==> config.mk <==
export PLATFORM = sky130hd
export DESIGN_NAME = lfsr5_gen
export DESIGN_NICKNAME = d
export VERILOG_FILES = /design/src/rtl/lfsr5_gen.sv
export SDC_FILE = /design/constraint.sdc
export NUM_CORES = 1
export LEC_CHECK = 0
export ABC_AREA = 0
export CORE_AREA = 2 2 39 41
export CTS_CLUSTER_DIAMETER = 40
export DETAILED_ROUTE_END_ITERATION = 10
export DIE_AREA = 0 0 41 43
export GPL_ROUTABILITY_DRIVEN = 0
export GPL_TIMING_DRIVEN = 0
export PLACE_DENSITY = 0.41
export SETUP_SLACK_MARGIN = 0.2
export SKIP_CTS_REPAIR_TIMING = 1
export SKIP_LAST_GASP = 1
export SLEW_MARGIN = 25
export SYNTH_ARGS = -nofsm -noshare
export SYNTH_HDL_FRONTEND = slang
export SYNTH_SLANG_ARGS = --single-unit
==> constraint.sdc <==
create_clock -name clk -period 3.35 [get_ports clk]
set_input_delay 0.67 -clock clk [delete_from_list [all_inputs] [get_ports clk]]
set_output_delay 0.67 -clock clk [all_outputs]
set_load 0.005 [all_outputs]
==> src/rtl/lfsr5_gen.sv <==
// lfsr5_gen: free-running Fibonacci LFSR, shifts left with feedback into bit 0.
// Default: 5-bit maximal sequence x^5 + x^3 + 1 (taps q[4], q[2]), period 31.
//
// Parameters:
//   WIDTH - state width in bits (>= 2)
//   TAPS  - feedback tap mask; bit i set XORs q[i] into the feedback
//   SEED  - state loaded on reset (nonzero for normal operation)
// Ports:
//   clk   - rising-edge clock
//   reset - synchronous, active-high reset (priority over stepping)
//   q     - current LFSR state, straight from the state register
//   wrap  - registered one-cycle pulse when q has just stepped back to SEED
//
// Optional build macro: LFSR_LOCKUP_GUARD_EN
//   When defined, an all-zero state steps to 1 instead of locking up.

module lfsr5_gen #(
    parameter int               WIDTH = 5,
    parameter logic [WIDTH-1:0] TAPS  = 5'b10100,
    parameter logic [WIDTH-1:0] SEED  = 5'b00001
) (
    input  logic             clk,
    input  logic             reset,
    output logic [WIDTH-1:0] q,
    output logic             wrap
);

    logic             fb;
    logic [WIDTH-1:0] next_q;
    logic             next_wrap;

    always_comb begin
        fb     = ^(q & TAPS);
        next_q = {q[WIDTH-2:0], fb};
`ifdef LFSR_LOCKUP_GUARD_EN
        if (q == '0) begin
            next_q = {{(WIDTH-1){1'b0}}, 1'b1};
        end
`endif
        // A state that maps onto itself (e.g. all-zero with SEED=0) never
        // "returns" to the seed, so wrap also requires the state to move.
        next_wrap = (next_q == SEED) && (next_q != q);
    end

    always_ff @(posedge clk) begin
        if (reset) begin
            q    <= SEED;
            wrap <= 1'b0;
        end else begin
            q    <= next_q;
            wrap <= next_wrap;
        end
    end

endmodule

# Word-level counts from Yosys, hierarchy flattened
# Index checks and enable logic that the tools add are counted.
# W data, S select, Z words.
[classes]
eq_ne = 2
n_reduce_logical = 2
[op_table]
columns = ["operator", "count"]
rows = [
  ["$eq A5 B1 Y1 const B", 1],
  ["$ne A5 B5 Y1", 1],
  ["$reduce_xor A5 Y1", 1],
  ["$logic_and A1 B1 Y1", 1],
]
[word_totals]
reg_bits = 6
inputBits = 2
output_inout_bits = 6
elab_cells = 6

# Logic depth before layout (Yosys ltp)
[depth]
ltp_word = 3
depth_mapped = 4

# Worst setup path before layout
# OpenSTA, ideal clock, no wires.
[synth_timing]
kind = "register to register"
startpoint = "register q[2]"
endpoint = "register wrap"
arrival_time_ns = 1.036
required_time_ns = 3.222
setup_slack_ns = 2.185
stages_incl_launch_ff = 5
path_buffers = 0
period_less_slack_ns = 1.165
cell_sequence = "dfxtp_1 -> xor2_1 -> ha_1 -> nor4b_1 -> a21oi_1"
[synth_via]
elab_chain_cells = 3
word_cells_on_any_way = 4
[synth_rtl]
columns = ["element", "line_no", "text"]
rows = [
  ["start, declared", "24", "output logic [WIDTH-1:0] q,"],
  ["start signal, assigned", "50", "q <= next_q;"],
  ["$reduce_xor A5 Y1 (*)", "33", "fb = ^(q & TAPS);"],
  ["via fb", "28", "logic fb;"],
  ["$eq A5 B1 Y1 or $ne A5 B5 Y1 (tied branches)", "42", "next_wrap = (next_q == SEED) && (next_q != q);"],
  ["$logic_and A1 B1 Y1 (*)", "42", ""],
  ["end signal, assigned", "51", "wrap <= next_wrap;"],
  ["end, declared", "25", "output logic wrap"],
]
# The timed path passes the listed nets; every way through them passes the cells marked *.
# A chain may end at the register's enable or synchronous reset.

# Final worst setup path
[layout_timing]
startpoint = "register q[2]"
endpoint = "output port q[2]"
# No word-level cell between the ends.

==> flow_metrics.tcl <==
set metrics [dict create \
    status "finished, final reports clean" \
    power.share.clock 0.403 \
    power.total_uw 161.8 \
    cts-htree-levels 1 \
    io_pins 8 \
    power.leakage_nw 0.1411 \
    tightest_slew_ns 0.3103 \
    cp_slowest_cell "clkdlybuf4s50_1" \
    finalHoldViolCount 0 \
    hold_class "flop to flop" \
    nets 37 \
    die_width_um 41 \
    p_switching_uw 34.62 \
    row_count 14 \
    fin_util 0.2423 \
    max_freq_mhz 549.2 \
    cts_tree "yes" \
    period_minus_slack_ns 1.821 \
    grt_overflow 0 \
    crit_type "flop to output pin" \
    ys_types 11 \
    end_kind "output pin" \
    clkSinkCount 6 \
    cp_top_family "buffers and inverters" \
    grt_start_max_net_pins 7 \
    ys_warn_count 0 \
    ant_nets 0 \
    finalWorstSetupSlack_ns 1.529 \
    synth_seq_cells 6 \
    die-area_um2 1763 \
    num_antenna_cells 0 \
    setup_tns_ns 0 \
    swShare 0.2140 \
    syn_inst 21 \
    p_int_uw 127.2 \
    avgSynthCellArea_um2 10.61 \
    routed_via_density 3.872 \
    rsz0062_at_grt "no" \
    grt_pass1_wl_um 738 \
    cts_buffers 3 \
    path_clk_slew_ns 0.05 \
    p_seq_frac 0.483 \
    cts_buffer_depth 2 \
    grt_util_all_layers 0.07143 \
    p_comb_frac 0.114 \
    setup_viol 0 \
    path_max_fanout 4 \
    drv_slew 0 \
    finalClockSkew_ns 0.005341 \
    core_area_um2 1384 \
    regArea_um2 120.1 \
    vias 182 \
    io_buffers 7 \
    insertion_delay_ns 0.24 \
    syn_to_final_growth_pct 50.56 \
    slowest_delay_ns 0.53 \
    cp.required_ns 2.68 \
    crit_buf_inv 1 \
    powerDensity_nw_per_um2 482.5 \
    drive_gt1_frac 0.09677 \
    syn-num-nets 25 \
    cts_root_buf "clkbuf_4" \
    wl_per_cell_um 9.191 \
    max-slew-margin-rel 0.7902 \
    place_ws_ns 1.760 \
    min_period_over_period 0.5436 \
    dr.pass1.iters 2 \
    crit_chain "clkdlybuf4s50_1" \
    start_util 0.1609 \
    die_h_um 43 \
    first_global_vias 196 \
    multi_input_area_um2 91.34 \
    startpoint_type "flop" \
    grt_antenna_before_repair 0 \
    max_cap_violations 0 \
    seq_area_frac_synth 0.5393 \
    netlist_area_um2 222.7 \
    vdd_drop_max_mv 0.1419 \
    wl_um 432 \
    fillers 151 \
    timing.hold.ws_ns 0.4958 \
    drt-initial-drc-count 2 \
    drc 0 \
    worstPathArrival_ns 1.15 \
]
[cells in the final DEF (no fill, tap or decap)]
cell / count
xnor2_1: 1
nor4b_1: 1
a21oi_1: 1
clkbuf_4: 3
or2_1: 1
nor2_1: 3
dfxtp_1: 6
inv_1: 3
ha_1: 2
clkdlybuf4s50_1: 7
xor2_1: 1
nand4bb_1: 1
nor2b_1: 1
[logic make-up (layout without fill, tap and decap cells)]
family	count (synthesis)	in the layout	share of synthesized area
simple gates	7	7	0.1967
flops	6	6	0.5393
buf+inv	3	13	0.05056
fa+ha+maj	2	2	0.1123
xor+xnor	2	2	0.07867
compound gates	1	1	0.02245
[sequential cells by signal, indices dropped and copies added, names as in the netlist]
name / cells
wrap: 1
q: 5
[metrics by stage]
step | cell area [um^2] | std cells
3_5_place_dp | 312.8 | 44
5_1_grt | 335.3 | 47
4_1_cts | 335.3 | 47
2_1_floorplan | 222.7 | 21
3_3_place_gp | 312.8 | 44
6_report | 335.3 | 47
[final cells by class]
cell class	count	share of cell area
flip-flops and latches	6	0.3582
multi-input cells	12	0.2724
repair buffers	7	0.2090
clock buffers	3	0.06716
well taps	16	0.05970
inverters	3	0.03358
[layer usage]
metal	global-route usage	vias up	part of all wire
li1	-	87	-
met1	0.06472	85	0.43
met2	0.08750	8	0.43
met3	0.05759	2	0.13
met4	0.08000	0	0.0093
met5	0	-	0
[synth_stat cells, drive strengths merged]
cell | count | area [um^2]
inv | 3 | 11.26
nor2 | 3 | 11.26
or2 | 1 | 6.260
nor2b | 1 | 6.260
dfxtp | 6 | 120.1
xnor2 | 1 | 8.760
a21oi | 1 | 5.000
nand4bb | 1 | 11.26
xor2 | 1 | 8.760
nor4b | 1 | 8.760
ha | 2 | 25.02
[power groups by stage]
| stage | Sequential (mW) | Clock (mW) | Combinational (mW) |
|---|---|---|---|
| detailed placement | 0.0796 | 0 | 0.0186 |
| floorplan | 0.0793 | 0 | 0.00839 |
| global placement | 0.0795 | 0 | 0.0189 |
| CTS | 0.0783 | 0.0681 | 0.0189 |
| global route | 0.0786 | 0.0734 | 0.0215 |
| finish | 0.0782 | 0.0652 | 0.0184 |
[worst min-delay path: stages (launching register included)]
cell	delay [ns]
dfxtp_1	0.33
inv_1	0.08
nor2_1	0.04
[path summary, 6_finish.rpt]
check        from  endpoint  slack [ns]  depth (start not counted)
max          q[2]      q[2]        1.53                          1
min reg2reg  q[0]      q[1]        0.50                          2
min          q[0]      q[1]        0.50                          2
max reg2reg  q[2]      wrap        2.07                          4
Power figures use the tool's default switching activity.
